$ cat src/rtl/mem_req_arbiter_if.sv
// Memory-controller request port shared by the arbiter (master) and the
// byte-serial memory controller (slave).
interface mem_req_arbiter_if #(
  parameter int ADDR_W = 32,
  parameter int DATA_W = 32
);
  logic              mc_req_valid;
  logic              mc_req_ready;
  logic              mc_req_wr;
  logic [2:0]        mc_req_len;
  logic [ADDR_W-1:0] mc_req_addr;
  logic [DATA_W-1:0] mc_req_wdata;
  logic              mc_done;
  logic [DATA_W-1:0] mc_rdata;

  modport master (
    output mc_req_valid, mc_req_wr, mc_req_len, mc_req_addr, mc_req_wdata,
    input  mc_req_ready, mc_done, mc_rdata
  );

  modport slave (
    input  mc_req_valid, mc_req_wr, mc_req_len, mc_req_addr, mc_req_wdata,
    output mc_req_ready, mc_done, mc_rdata
  );
endinterface

$ cat src/rtl/mem_req_arbiter.sv
// IF / LSB request arbiter and sequencer in front of the memory controller.
// Define MEM_ARB_STARVE_GUARD_EN to enable the IF starvation guard.
module mem_req_arbiter #(
  parameter int ADDR_W     = 32,
  parameter int DATA_W     = 32,
  parameter int STARVE_MAX = 4
) (
  input  logic              clk_in,
  input  logic              rst_in,
  input  logic              rdy_in,

  input  logic              if_req_valid,
  input  logic [ADDR_W-1:0] if_req_addr,
  output logic              if_resp_valid,
  output logic [DATA_W-1:0] if_resp_data,
  input  logic              flush,

  input  logic              lsb_req_valid,
  input  logic              lsb_req_wr,
  input  logic [1:0]        lsb_req_size,
  input  logic [ADDR_W-1:0] lsb_req_addr,
  input  logic [DATA_W-1:0] lsb_req_wdata,
  output logic              lsb_resp_valid,
  output logic [DATA_W-1:0] lsb_resp_data,

  input  logic              io_buffer_full,

  mem_req_arbiter_if.master mc
);

  typedef enum logic [1:0] {S_IDLE, S_ISSUE, S_WAIT, S_RESP} state_t;
  typedef enum logic       {OWN_IF, OWN_LSB}                  owner_t;

  localparam int NBYTES = DATA_W / 8;

  state_t            state, state_n;
  owner_t            owner, owner_n;
  logic              discard_q, discard_n;
  logic              wr_q;
  logic [2:0]        len_q;
  logic [ADDR_W-1:0] addr_q;
  logic [DATA_W-1:0] wdata_q;
  logic [DATA_W-1:0] rdata_q;

  logic              load, capture;
  logic              grant_if, grant_lsb, if_force;
  logic              flush_if, io_block, handshake;
  logic [2:0]        lsb_len;
  logic [DATA_W-1:0] rdata_masked;

  // ---------------------------------------------------------------------------
  // Arbitration
  // ---------------------------------------------------------------------------
  always_comb begin
    case (lsb_req_size)
      2'd0:    lsb_len = 3'd1;
      2'd1:    lsb_len = 3'd2;
      default: lsb_len = 3'd4;
    endcase
  end

  // A fetch seen together with flush belongs to the mispredicted path.
  assign grant_if  = if_req_valid && !flush && (!lsb_req_valid || if_force);
  assign grant_lsb = lsb_req_valid && !grant_if;

`ifdef MEM_ARB_STARVE_GUARD_EN
  logic [2:0] starve_cnt;

  assign if_force = (int'(starve_cnt) >= STARVE_MAX);

  always_ff @(posedge clk_in) begin
    if (!rst_in) begin
      starve_cnt <= 3'd0;
    end else if (rdy_in && state == S_IDLE) begin
      if (grant_if || !if_req_valid) begin
        starve_cnt <= 3'd0;
      end else if (grant_lsb && starve_cnt != 3'd7) begin
        starve_cnt <= starve_cnt + 3'd1;
      end
    end
  end
`else
  // Strict LSB-over-IF priority; the starvation limit has no meaning here.
  logic unused_starve_max;
  assign unused_starve_max = ^STARVE_MAX;
  assign if_force          = 1'b0;
`endif

  // ---------------------------------------------------------------------------
  // Request / response sequencing
  // ---------------------------------------------------------------------------
  assign flush_if  = flush && (owner == OWN_IF);
  assign io_block  = wr_q && (addr_q[17:16] == 2'b11) && io_buffer_full;
  assign handshake = mc.mc_req_valid && mc.mc_req_ready;

  always_comb begin
    // NOTE: every variable gets a default first so no path leaves one unassigned (no latches).
    state_n   = state;
    owner_n   = owner;
    discard_n = discard_q;
    load      = 1'b0;
    capture   = 1'b0;
    case (state)
      S_IDLE: begin
        if (grant_if || grant_lsb) begin
          state_n   = S_ISSUE;
          owner_n   = grant_if ? OWN_IF : OWN_LSB;
          discard_n = 1'b0;
          load      = 1'b1;
        end
      end
      S_ISSUE: begin
        // Once the controller has taken the request it must run to completion.
        if (handshake) begin
          state_n   = S_WAIT;
          discard_n = flush_if;
        end else if (flush_if) begin
          state_n = S_IDLE;
        end
      end
      S_WAIT: begin
        if (flush_if) discard_n = 1'b1;
        if (mc.mc_done) begin
          state_n = S_RESP;
          capture = 1'b1;
        end
      end
      S_RESP:  state_n = S_IDLE;
      default: state_n = S_IDLE;
    endcase
  end

  always_ff @(posedge clk_in) begin
    // NOTE: reset is synchronous (sampled on the clock edge) and state uses non-blocking assignments.
    if (!rst_in) begin
      state     <= S_IDLE;
      owner     <= OWN_IF;
      discard_q <= 1'b0;
    end else if (rdy_in) begin
      state     <= state_n;
      owner     <= owner_n;
      discard_q <= discard_n;
    end
  end

  // ---------------------------------------------------------------------------
  // Request latches and read-data capture
  // ---------------------------------------------------------------------------
  always_comb begin
    rdata_masked = '0;
    for (int i = 0; i < NBYTES; i++) begin
      if (i < int'(len_q)) rdata_masked[i*8 +: 8] = mc.mc_rdata[i*8 +: 8];
    end
  end

  always_ff @(posedge clk_in) begin
    if (!rst_in) begin
      wr_q    <= 1'b0;
      len_q   <= 3'd0;
      addr_q  <= '0;
      wdata_q <= '0;
      rdata_q <= '0;
    end else if (rdy_in) begin
      if (load) begin
        wr_q    <= grant_lsb ? lsb_req_wr    : 1'b0;
        len_q   <= grant_lsb ? lsb_len       : 3'd4;
        addr_q  <= grant_lsb ? lsb_req_addr  : if_req_addr;
        wdata_q <= grant_lsb ? lsb_req_wdata : '0;
      end
      // Stores report zero data.
      if (capture) rdata_q <= wr_q ? '0 : rdata_masked;
    end
  end

  // ---------------------------------------------------------------------------
  // Outputs
  // ---------------------------------------------------------------------------
  assign mc.mc_req_valid = (state == S_ISSUE) && !io_block;
  assign mc.mc_req_wr    = wr_q;
  assign mc.mc_req_len   = len_q;
  assign mc.mc_req_addr  = addr_q;
  assign mc.mc_req_wdata = wdata_q;

  assign if_resp_valid  = (state == S_RESP) && (owner == OWN_IF) && !discard_q;
  assign if_resp_data   = if_resp_valid ? rdata_q : '0;
  assign lsb_resp_valid = (state == S_RESP) && (owner == OWN_LSB);
  assign lsb_resp_data  = lsb_resp_valid ? rdata_q : '0;

endmodule

$ cat src/flat_wrapper.sv
// flat-port wrapper written by rule: the top's interface ports become plain ports
module mem_req_arbiter_flat 
#(
  parameter int ADDR_W     = 32,
  parameter int DATA_W     = 32,
  parameter int STARVE_MAX = 4
)
  (clk_in, rst_in, rdy_in, if_req_valid, if_req_addr, if_resp_valid, if_resp_data, flush, lsb_req_valid, lsb_req_wr, lsb_req_size, lsb_req_addr, lsb_req_wdata, lsb_resp_valid, lsb_resp_data, io_buffer_full, mc_mc_req_valid, mc_mc_req_wr, mc_mc_req_len, mc_mc_req_addr, mc_mc_req_wdata, mc_mc_req_ready, mc_mc_done, mc_mc_rdata);
  mem_req_arbiter_if #(.ADDR_W(ADDR_W), .DATA_W(DATA_W)) mc_i ();
  input  logic clk_in;
  input  logic rst_in;
  input  logic rdy_in;
  input  logic if_req_valid;
  input  logic [ADDR_W-1:0] if_req_addr;
  output logic if_resp_valid;
  output logic [DATA_W-1:0] if_resp_data;
  input  logic flush;
  input  logic lsb_req_valid;
  input  logic lsb_req_wr;
  input  logic [1:0] lsb_req_size;
  input  logic [ADDR_W-1:0] lsb_req_addr;
  input  logic [DATA_W-1:0] lsb_req_wdata;
  output logic lsb_resp_valid;
  output logic [DATA_W-1:0] lsb_resp_data;
  input  logic io_buffer_full;
  output wire logic [$bits(mc_i.mc_req_valid)-1:0] mc_mc_req_valid;
  output wire logic [$bits(mc_i.mc_req_wr)-1:0] mc_mc_req_wr;
  output wire logic [$bits(mc_i.mc_req_len)-1:0] mc_mc_req_len;
  output wire logic [$bits(mc_i.mc_req_addr)-1:0] mc_mc_req_addr;
  output wire logic [$bits(mc_i.mc_req_wdata)-1:0] mc_mc_req_wdata;
  input wire logic [$bits(mc_i.mc_req_ready)-1:0] mc_mc_req_ready;
  input wire logic [$bits(mc_i.mc_done)-1:0] mc_mc_done;
  input wire logic [$bits(mc_i.mc_rdata)-1:0] mc_mc_rdata;
  assign mc_mc_req_valid = mc_i.mc_req_valid;
  assign mc_mc_req_wr = mc_i.mc_req_wr;
  assign mc_mc_req_len = mc_i.mc_req_len;
  assign mc_mc_req_addr = mc_i.mc_req_addr;
  assign mc_mc_req_wdata = mc_i.mc_req_wdata;
  assign mc_i.mc_req_ready = mc_mc_req_ready;
  assign mc_i.mc_done = mc_mc_done;
  assign mc_i.mc_rdata = mc_mc_rdata;
  mem_req_arbiter #(.ADDR_W(ADDR_W), .DATA_W(DATA_W), .STARVE_MAX(STARVE_MAX)) u_core (.clk_in(clk_in), .rst_in(rst_in), .rdy_in(rdy_in), .if_req_valid(if_req_valid), .if_req_addr(if_req_addr), .if_resp_valid(if_resp_valid), .if_resp_data(if_resp_data), .flush(flush), .lsb_req_valid(lsb_req_valid), .lsb_req_wr(lsb_req_wr), .lsb_req_size(lsb_req_size), .lsb_req_addr(lsb_req_addr), .lsb_req_wdata(lsb_req_wdata), .lsb_resp_valid(lsb_resp_valid), .lsb_resp_data(lsb_resp_data), .io_buffer_full(io_buffer_full), .mc(mc_i));
endmodule
$ cat config.mk
export PLATFORM = sky130hd
export DESIGN_NAME = mem_req_arbiter_flat
export DESIGN_NICKNAME = d
export VERILOG_FILES = /design/src/rtl/mem_req_arbiter_if.sv /design/src/rtl/mem_req_arbiter.sv /design/src/flat_wrapper.sv
export SDC_FILE = /design/constraint.sdc
export NUM_CORES = 1
export LEC_CHECK = 0
export BUFFER_PORTS_ARGS = -buffer_cell sky130_fd_sc_hd__buf_2
export CAP_MARGIN = 20
export CORE_MARGIN = 10
export CORE_UTILIZATION = 43
export CTS_BUF_LIST = sky130_fd_sc_hd__clkbuf_4 sky130_fd_sc_hd__clkbuf_8 sky130_fd_sc_hd__clkbuf_16
export DETAILED_ROUTE_END_ITERATION = 12
export GPL_ROUTABILITY_DRIVEN = 0
export PLACE_DENSITY = 0.87
export SYNTH_ARGS = -nofsm -noshare
export SYNTH_HDL_FRONTEND = slang
export SYNTH_SLANG_ARGS = --single-unit
$ cat constraint.sdc
create_clock -name clk_in -period 1.7 [get_ports clk_in]
set_input_delay 0.34 -clock clk_in [delete_from_list [all_inputs] [get_ports clk_in]]
set_output_delay 0.34 -clock clk_in [all_outputs]
set_load 0.05 [all_outputs]
==> flow_summary.json <==
{
  "synthFlopType": "dfxtp_1",
  "final_antenna_net_count": 0,
  "cts_buffers": 9,
  "path_cells": "ha_4 > buf_4 > buf_12 > clkbuf_16 > and3_1 > buf_6",
  "synth-seq-area-share_pct": 46.1,
  "clockBufferDepth": 2,
  "p_per_area_nw_per_um2": 729,
  "final_cells": 919,
  "max_freq_ghz": 0.500,
  "initial_core_util_pct": 44.0,
  "synth_seq_cells": 104,
  "fin_nets": 923,
  "drtIter0Drc": 386,
  "synth.most_common_cell": "dfxtp_1",
  "slew_headroom_pct": 70.5,
  "synth_async_sr_flop_share_pct": 0,
  "cp_max_fo": 8,
  "rsz0062_at_grt": "yes",
  "antennaDiodeCount": 0,
  "critPathCaptureType": "output port",
  "hold_depth": 3,
  "routedWlPerCell_um": 20.4,
  "grt_usage_pct": 21.0,
  "antenna_found_initial": 1,
  "grt_overflow_total": 0,
  "htreeDepth": 3,
  "hold_violations": 0,
  "fin_ws_ps": -302,
  "drv_cap": 0,
  "netlist_top_cells_area": "dfxtp_1 (46%), a22oi_1 (9.6%), nor2_1 (8.1%), mux2i_1 (7.5%), a211oi_1 (5.5%)",
  "syn_area_per_cell_um2": 8.97,
  "die_area_um2": 15000,
  "ys_types": 33,
  "design.core.area_um2": 10300,
  "layout-drive-gt1-share_pct": 52.2,
  "hold_class": "in -> reg",
  "grt_max_degree": 103,
  "setup-tns-final_ps": -17360,
  "cts.sinks": 104,
  "yosysWarnings": 0,
  "dieHeight_um": 123,
  "synth-edff-count": 0,
  "num_vias": 5013,
  "place_inst": 887,
  "firstDrtPassIters": 6,
  "drc_errors": 0,
  "port_buffers": 274,
  "place_area_um2": 6160,
  "power.leakage_nw": 3.43,
  "die_x_um": 123,
  "worst_r2r_path_depth": 8,
  "syn_area_um2": 4520,
  "syn_inst": 504,
  "clock_skew_ps": 15.4,
  "timing.final.crit_share_pct": 118,
  "cts_tree": "done",
  "syn_nets": 649,
  "io_pins": 275,
  "worstPathRequired_ps": 1360,
  "clk_pin_slew_worst_paths_ps": 110,
  "grt_pass1_vias": 4987,
  "violations": "setup timing",
  "drv_slew": 0,
  "ff_latch_area_um2": 2090,
  "fin_hold_ws_ps": 202,
  "status": "finished with violations",
  "totalWireLength_um": 18800,
  "period_minus_slack_ps": 2000,
  "dp_hpwl_um": 11800,
  "tightestPinTransition_ps": 442,
  "multi_input_area_um2": 2530,
  "setup_violations": 67,
  "cp.arrival_ps": 1660,
  "yosysTopAreaCellShare_pct": 46.1,
  "ir_worst_vdd_mv": 0.549,
  "critPathMaxStageDelay_ps": 350,
  "root_buffer": "clkbuf_8",
  "vias_per_cell": 5.45,
  "clock_latency_ps": 360,
  "fillers": 697,
  "cp.depth": 6,
  "utilization_pct": 72.6,
  "synth_top_area_cell": "dfxtp_1",
  "cp_slowest_cell": "dfxtp_2",
  "critPathLaunchType": "flip-flop",
  "ctsHoldBuffers": 0,
  "crit_buf_inv": 4,
  "netlist_top_cells_count": "dfxtp_1 (104), nor2_1 (97), a22oi_1 (58)",
  "grt_first_pass_wirelength_um": 25400,
  "stdcell_area_um2": 7460,
  "crit_type": "reg -> out",
  "syn2layout_area_growth_pct": 65.1,
  "cpLargestDelayFamily": "buffers and inverters",
  "rows": 37
}
## cells by family after synthesis
| group | after synthesis | synth area share, % |
|---|---|---|
| muxes | 34 | 7.53 |
| AOI/OAI and AO/OA | 110 | 17.9 |
| DFF | 104 | 46.1 |
| adders and majority gates | 5 | 1.38 |
| and+or+nand+nor | 200 | 22.3 |
| buffers and inverters | 51 | 4.84 |
## through the flow
| stage | total power, W | setup slack, ps |
|---|---|---|
| after floorplan | 0.00343 | 0.461 |
| after global placement | 0.00380 | 44.3 |
| after detailed placement | 0.00382 | -28.9 |
| after CTS | 0.00544 | -288 |
| after global routing | 0.00566 | -335 |
| final | 0.00544 | -302 |
## final timing paths
kind,from,endpoint,slack [ps]
setup / recovery,flip-flop,lsb_resp_data[27],-300
hold / removal,mc_mc_rdata[6],u_core.rdata_q[6],200
setup reg to reg,u_core.state[0],u_core.rdata_q[15],10
hold reg to reg,u_core.rdata_q[24],u_core.rdata_q[24],480
## per-layer routing
layer | wire length [um] | GRT usage [%] | share of wire [%]
met3 | 1680 | 7.02 | 9.0
met5 | 13 | 0 | 0.069
met4 | 865 | 11.3 | 4.6
met1 | 6540 | 21.0 | 35
met2 | 9680 | 38.0 | 52
## final cells by class
type,count,area share [%]
multi-input combinational,349,33.9
clock buffer,10,1.76
timing repair buffer,308,32.7
sequential,104,27.9
clock inverter,6,1.01
tap,136,2.28
inverter,6,0.335
## sequential cells by signal, summed over array words and instances, names as in the netlist, named ones only
name and count:
u_core.state 1, u_core.mc.mc_req_wr 1, u_core.mc.mc_req_addr 32, u_core.rdata_q 32, u_core.mc.mc_req_len 3, u_core.discard_q 1
u_core.mc.mc_req_wdata 32, u_core.owner 1
## placed cells by master, fill, tap and decap left out, drive strengths merged, types with 2 or more instances in the layout
cell type	instances
nand3	12
inv	8
clkinv	2
a22oi	58
nand2	10
nand2b	2
a211oi	33
nor2	97
ha	5
and3	34
buf	302
mux2i	34
clkbuf	16
nor2b	2
o211ai	2
nor3	6
and2	34
dfxtp	104
a21oi	12
## report_power, final
part | internal, W | switching [W] | total (W)
Clock | 0.000720 | 0.000901 | 0.00162
Sequential | 0.00255 | 0.0000641 | 0.00261
Combinational | 0.000407 | 0.000800 | 0.00121
Total | 0.00368 | 0.00177 | 0.00544
## tightest hold or removal path: cells and delay by family
kind / cells / cell delay, ps
compound gates: 1 / 50
simple gates: 1 / 70
buf+inv: 1 / 70
## timing repair
| item | CTS | global route |
|---|---|---|
| endpoints found under the setup margin | 80 | 108 |
| pin swaps | 10 | 4 |
| setup buffers | 3 | 6 |
| gates cloned | 2 | 7 |
| resized for setup | 191 | 54 |
Power figures use the tool's default switching activity.
